File: config.mk
export PLATFORM = sky130hd
export DESIGN_NAME = imm_decode_stage
export DESIGN_NICKNAME = d
export VERILOG_FILES = /design/src/rtl/rv32_imm_pkg.sv /design/src/rtl/imm_type_decode.sv /design/src/rtl/imm_decode_stage.sv
export SDC_FILE = /design/constraint.sdc
export NUM_CORES = 1
export LEC_CHECK = 0
export ABC_AREA = 1
export BUFFER_PORTS_ARGS = -buffer_cell sky130_fd_sc_hd__buf_2
export CAP_MARGIN = 20
export CORE_UTILIZATION = 35
export CTS_BUF_LIST = sky130_fd_sc_hd__clkbuf_16
export DETAILED_ROUTE_END_ITERATION = 12
export SYNTH_ARGS = -nofsm -noshare
export SYNTH_HDL_FRONTEND = slang
export SYNTH_SLANG_ARGS = --single-unit
File: constraint.sdc
create_clock -name CLK -period 2 [get_ports CLK]
set_clock_uncertainty 0.05 [all_clocks]
set_input_delay 0.3 -clock CLK [delete_from_list [all_inputs] [get_ports CLK]]
set_output_delay 0.3 -clock CLK [all_outputs]
set_load 0.05 [all_outputs]
File: src/rtl/rv32_imm_pkg.sv
// rtl/rv32_imm_pkg.sv - shared encodings for the decode-stage immediate scheduler
package rv32_imm_pkg;

    localparam int XLEN_DEF = 32;

    typedef enum logic [2:0] {
        IMM_U     = 3'b000,
        IMM_J     = 3'b001,
        IMM_I     = 3'b010,
        IMM_B     = 3'b011,
        IMM_S     = 3'b100,
        IMM_SHAMT = 3'b101,
        IMM_NONE  = 3'b111
    } imm_type_e;

    // Bit position of the zero-extend flag inside IMM_SEL
    localparam int IMM_ZEXT = 3;

    localparam logic [6:0] OPC_LUI    = 7'b0110111;
    localparam logic [6:0] OPC_AUIPC  = 7'b0010111;
    localparam logic [6:0] OPC_JAL    = 7'b1101111;
    localparam logic [6:0] OPC_JALR   = 7'b1100111;
    localparam logic [6:0] OPC_LOAD   = 7'b0000011;
    localparam logic [6:0] OPC_BRANCH = 7'b1100011;
    localparam logic [6:0] OPC_STORE  = 7'b0100011;
    localparam logic [6:0] OPC_OP_IMM = 7'b0010011;
    localparam logic [6:0] OPC_OP     = 7'b0110011;
    localparam logic [6:0] OPC_SYSTEM = 7'b1110011;
    localparam logic [6:0] OPC_FENCE  = 7'b0001111;

    localparam logic [31:0] NOP = 32'h0000_0013;

    typedef enum logic [1:0] {
        OCC_EMPTY = 2'd0,
        OCC_ONE   = 2'd1,
        OCC_TWO   = 2'd2
    } occ_e;

    function automatic logic [3:0] make_sel(input logic zext, input imm_type_e ty);
        return {zext, ty};
    endfunction

endpackage

File: src/rtl/imm_type_decode.sv
// rtl/imm_type_decode.sv - combinational opcode classifier and immediate former
module imm_type_decode
    import rv32_imm_pkg::*;
(
    input  logic [31:0] inst,
    output logic [3:0]  imm_sel,
    output logic        illegal,
    output logic [31:0] imm
);

    imm_type_e ty;
    logic      zext;
    logic      s;

    assign s = inst[31];

    always_comb begin
        ty      = IMM_NONE;
        zext    = 1'b0;
        illegal = 1'b0;
        case (inst[6:0])
            OPC_LUI, OPC_AUIPC:             ty = IMM_U;
            OPC_JAL:                        ty = IMM_J;
            OPC_JALR, OPC_LOAD:             ty = IMM_I;
            OPC_BRANCH:                     ty = IMM_B;
            OPC_STORE:                      ty = IMM_S;
            OPC_OP_IMM: begin
                // Shifts carry a 5-bit unsigned shamt; SLTIU still uses the sign-extended I form
                if (inst[14:12] == 3'b001 || inst[14:12] == 3'b101) begin
                    ty   = IMM_SHAMT;
                    zext = 1'b1;
                end else begin
                    ty = IMM_I;
                end
            end
            OPC_OP, OPC_SYSTEM, OPC_FENCE:  ty = IMM_NONE;
            default:                        illegal = 1'b1;
        endcase
    end

    always_comb begin
        imm = 32'h0;
        case (ty)
            IMM_U:     imm = {inst[31:12], 12'b0};
            IMM_J:     imm = {{12{s}}, inst[19:12], inst[20], inst[30:21], 1'b0};
            IMM_I:     imm = {{20{s}}, inst[31:20]};
            IMM_B:     imm = {{20{s}}, inst[7], inst[30:25], inst[11:8], 1'b0};
            IMM_S:     imm = {{20{s}}, inst[31:25], inst[11:7]};
            IMM_SHAMT: imm = {27'b0, inst[24:20]};
            default:   imm = 32'h0;
        endcase
    end

    assign imm_sel = make_sel(zext, ty);

endmodule

File: src/rtl/imm_decode_stage.sv
// rtl/imm_decode_stage.sv - decode-stage immediate scheduler with 2-entry skid buffer
module imm_decode_stage
    import rv32_imm_pkg::*;
#(
    parameter int XLEN = 32,
    parameter int PC_W = 32
) (
    input  logic            CLK,
    input  logic            RESET,
    input  logic            FLUSH,
    input  logic            IN_VALID,
    output logic            IN_READY,
    input  logic [31:0]     INST_IN,
    input  logic [PC_W-1:0] PC_IN,
    output logic            OUT_VALID,
    input  logic            OUT_READY,
    output logic [31:0]     INST_OUT,
    output logic [PC_W-1:0] PC_OUT,
    output logic [3:0]      IMM_SEL,
    output logic [XLEN-1:0] IMM_OUT,
    output logic            ILLEGAL
);

    typedef struct packed {
        logic [31:0]     inst;
        logic [PC_W-1:0] pc;
        logic [3:0]      sel;
        logic [XLEN-1:0] imm;
        logic            illegal;
    } entry_t;

    localparam entry_t RESET_ENTRY = '{
        inst: NOP, pc: '0, sel: make_sel(1'b0, IMM_NONE), imm: '0, illegal: 1'b0
    };

    occ_e   state_q, state_d;
    entry_t head_q, head_d;
    entry_t tail_q, tail_d;
    logic   in_ready_q, in_ready_d;
    logic   out_valid_q, out_valid_d;

    logic   [3:0]  dec_sel;
    logic          dec_ill;
    logic   [31:0] dec_imm;
    entry_t        new_entry;
    logic          push, pop;

    imm_type_decode u_dec (
        .inst    (INST_IN),
        .imm_sel (dec_sel),
        .illegal (dec_ill),
        .imm     (dec_imm)
    );

    always_comb begin
        new_entry = '{inst: INST_IN, pc: PC_IN, sel: dec_sel, imm: dec_imm, illegal: dec_ill};
        push      = IN_VALID & in_ready_q;
        pop       = out_valid_q & OUT_READY;
        state_d   = state_q;
        head_d    = head_q;
        tail_d    = tail_q;
        if (FLUSH) begin
            state_d = OCC_EMPTY;
        end else begin
            case (state_q)
                OCC_EMPTY: begin
                    if (push) begin
                        head_d  = new_entry;
                        state_d = OCC_ONE;
                    end
                end
                OCC_ONE: begin
                    if (push && pop) begin
                        head_d = new_entry;
                    end else if (push) begin
                        tail_d  = new_entry;
                        state_d = OCC_TWO;
                    end else if (pop) begin
                        state_d = OCC_EMPTY;
                    end
                end
                OCC_TWO: begin
                    if (pop) begin
                        head_d  = tail_q;
                        state_d = OCC_ONE;
                    end
                end
                default: state_d = OCC_EMPTY;
            endcase
        end
        in_ready_d  = (state_d != OCC_TWO);
        out_valid_d = (state_d != OCC_EMPTY);
    end

    always_ff @(posedge CLK) begin
        if (RESET) begin
            state_q     <= OCC_EMPTY;
            head_q      <= RESET_ENTRY;
            tail_q      <= RESET_ENTRY;
            in_ready_q  <= 1'b1;
            out_valid_q <= 1'b0;
        end else begin
            state_q     <= state_d;
            head_q      <= head_d;
            tail_q      <= tail_d;
            in_ready_q  <= in_ready_d;
            out_valid_q <= out_valid_d;
        end
    end

    assign IN_READY  = in_ready_q;
    assign OUT_VALID = out_valid_q;
    assign INST_OUT  = head_q.inst;
    assign PC_OUT    = head_q.pc;
    assign IMM_SEL   = head_q.sel;
    assign IMM_OUT   = head_q.imm;
    assign ILLEGAL   = head_q.illegal;

endmodule

==> summary.txt <==
Die
  – Area inside the core boundary: 24300 um2
  – Top Ports: 172
  – Initial cell density of the core: 35.7%
  – Die span in x: 159 um
  – Die boundary height: 159 um
  – Site row count: 57
  – Die area: 25400 um2

Clock network
  – CTS root buffer: sky130_fd_sc_hd__clkbuf_16
  – Register clock-pin slew on the reported worst setup and hold paths: 0.06 ns
  – CTS H-Tree Depth: 1
  – Clock tree from TritonCTS: done
  – Source-to-sink clock delay at the later pin of the worst-skew pair: 0.51 ns
  – Clock net sink count: 206
  – Number of buffers inserted during clock tree synthesis: 23
  – Maximum clock insertion buffer count: 3

Finish
  – Growth of design area from synthesis to finish: 24.0%
  – Post-route cell area: 10800 um2
  – Final instance count without filler cells: 1687
  – Filler Cells Inserted: 2522
  – Layout cells sized above 1: 19.9%
  – Core Util, Final: 44.2%
  – Final net count: 1419

Global routing
  – Vias in the first global route: 7740
  – First-pass GRT wire length: 41300 um
  – Largest net degree at the start of global routing: 107
  – Remaining global-route overflow: 0
  – Overall Global Routing Usage: 19.9%
  – Number of antenna violations at the first check in global routing: 2

Power and ir drop
  – Internal power: 7.11 mW
  – Pleak: 5.02 nW
  – Relative contribution of the clock network to total power: 41.7%
  – Part of the power in registers: 44.3%
  – Combinational group share of total power: 14.0%
  – Total net switching power: 2.76 mW
  – Peak supply drop: 0.674 mV
  – Post-layout total power: 9.86 mW
  – Switching share of power: 27.9%
  – Power density cells: 917 nW/um2

Detailed routing
  – Vias per inst: 4.97
  – Post-Route WL: 25400 um
  – Count of routing violations after the opening detailed-route iteration: 640
  – Post-route antenna net violation count: 0
  – Post-DR wirelength/cell: 15.1 um
  – Pre-Repair DR Iteration Count: 7
  – Total DRC errors in the routed layout: 0
  – Via Count: 8391

Timing
  – Final Worst Setup Slack: 0.223 ns
  – Worst hold-check slack: 0.0123 ns
  – Maximum clock rate: 0.563 GHz
  – Max Slew Vio Count: 0
  – Ratio of final minimum period to clock period: 88.9%
  – Unrepaired setup endpoints after global routing: no
  – Measured slew at the worst slew-check pin: 0.566 ns
  – Total of endpoints with negative setup slack in the final report: 0
  – Final setup TNS: 0 ns
  – Final Hold Fails: 0
  – Worst relative slew slack: 62.2%
  – Tmin final: 1.78 ns

Setup path
  – Data arrival time at the worst-slack endpoint: 2.17 ns
  – Maximum fanout count along the critical path: 38
  – Capturing element type of the critical path: flip-flop
  – Required time of the worst setup path: 2.39 ns
  – RR Endpoint: INST_OUT[28]
  – Reg2reg start: IN_READY
  – Type of origin of the critical path: flip-flop
  – Worst Reg-to-Reg Cells: 10
  – Worst reg-to-reg setup slack: 0.22 ns
  – Classification of the worst setup path: flip-flop to flip-flop

Min path
  – Startpoint of the lowest-slack hold path: PC_IN[5]
  – Endpoint of the worst hold path: PC_OUT[5]
  – Min-Delay Path Depth: 3
  – Type of the most critical hold path: input port to flip-flop

Synth
  – Number of different library cells in the post-synthesis netlist: 31
  – Number of standard cells after synthesis: 1209
  – Synth Warn #: 0
  – Mapped Nets: 1278
  – Yosys reg bits: 206
  – Fraction of the yosys area taken by sequential cells: 47.6%
  – Post-Syn Area per Cell: 7.17 um2
  – Mapped Area: 8670 um2

Place
  – Post-detailed-placement half-perimeter wirelength: 16000 um
  – Port buffer count: 171
  – Post-DP Area: 9930 um2
  – Placed cells: 1642
  – Setup Slack @ Placement: 0.00736 ns
  – Final GP Congestion: 0.858

Flow run
  – Reported max-cap violation count: 0

Outcome
  – Result of the run: complete, no violations
==> kinds of logic (layout without fill, tap and decap cells) <==
kind of cell / Yosys count / after routing / share of synthesized area (%)
other: 0 / 1 / 0
AOI/OAI and AO/OA: 355 / 355 / 22.5
buffers and inverters: 165 / 318 / 7.47
and+or+nand+nor: 483 / 483 / 22.5
DFF: 206 / 206 / 47.6
==> per-layer routing <==
metal	GRT usage (%)	wire length (um)
met5	0	13
met4	5.38	494
met3	3.15	1230
met2	33.6	11900
met1	26.2	11800
==> state kept, by name, indices dropped and copies added, names as in the netlist <==
register and cells:
ILLEGAL 1, IN_READY 1, PC_OUT 32, OUT_VALID 1
IMM_OUT 32, tail_q 101, INST_OUT 32, IMM_SEL 4
state_q 2
==> final cells by class <==
type / count / area [um2] / share of cell area [%]
well taps: 324 / 405 / 3.77
inverters: 77 / 302 / 2.80
clock inverters: 14 / 136 / 1.27
multi-input cells: 838 / 3940 / 36.7
flip-flops and latches: 206 / 4120 / 38.3
diodes: 1 / 2.50 / 0.0233
repair buffers: 203 / 1260 / 11.7
repair inverters: 1 / 5.00 / 0.0465
clock buffers: 23 / 576 / 5.35
==> critical path: stages (launching register included) <==
cell and delay (ns):
sky130_fd_sc_hd__dfxtp_1 0.33, sky130_fd_sc_hd__nand2_1 0.05, sky130_fd_sc_hd__inv_1 0.12, sky130_fd_sc_hd__nor2_1 0.08
sky130_fd_sc_hd__a21oi_1 0.17, sky130_fd_sc_hd__nand2_2 0.10, sky130_fd_sc_hd__clkinv_2 0.11, sky130_fd_sc_hd__buf_12 0.20
sky130_fd_sc_hd__buf_4 0.21, sky130_fd_sc_hd__o21ai_0 0.09, sky130_fd_sc_hd__a31oi_1 0.17
==> cell usage in the layout, fill, tap and decap left out, drive strengths merged, types with 6 or more instances in the layout <==
master	count
o21ai	181
clkbuf	23
buf	198
nand4	7
inv	78
o21bai	6
nand2	284
clkinv	11
dfxtp	206
o211ai	22
nor2	163
a31oi	62
nand3	25
a21oi	80
==> how the worst max path moves through the flow <==
stage,start,to,slack (ns)
3_5_place_dp,INST_IN[2],IMM_OUT[2],0.007
6_report,IN_READY,INST_OUT[28],0.22
2_1_floorplan,OUT_VALID,INST_OUT[10],0.03
5_1_grt,IN_READY,IMM_OUT[9],0.02
4_1_cts,INST_IN[1],IMM_OUT[2],0.02
3_3_place_gp,INST_IN[2],IMM_OUT[3],0.07
==> Yosys cell counts, drive strengths merged <==
cell type  count  share of area [%]
nand2        284                 12
dfxtp        206                 48
o21ai        181                 11
nor2         163                7.5
a21oi         80                4.6
inv           77                3.3
clkbuf        66                2.9
a31oi         62                4.5
nand3         25                1.7
buf           22                1.3
o211ai        22                2.0
nand4          7               0.51
o21bai         6               0.52
nor3           4               0.42
o22ai          2               0.14
a21o           1               0.10
o221ai         1               0.10
==> repair_timing <==
item	4_1_cts	5_1_grt
endpoints found under the hold margin	6	0
buffers inserted	0	3
resized for setup	0	15
setup endpoints to repair	0	61
hold buffers	5	0
==> power groups by stage <==
| stage | combinational (mW) | clock, mW | sequential, mW |
|---|---|---|---|
| 2_1_floorplan | 0.479 | 0 | 4.91 |
| 3_3_place_gp | 1.36 | 0 | 4.46 |
| 3_5_place_dp | 1.37 | 0 | 4.46 |
| 4_1_cts | 1.38 | 4.23 | 4.37 |
| 5_1_grt | 1.50 | 4.39 | 4.39 |
| 6_report | 1.38 | 4.11 | 4.37 |
Note: power is estimated with default switching activity, not from simulation.
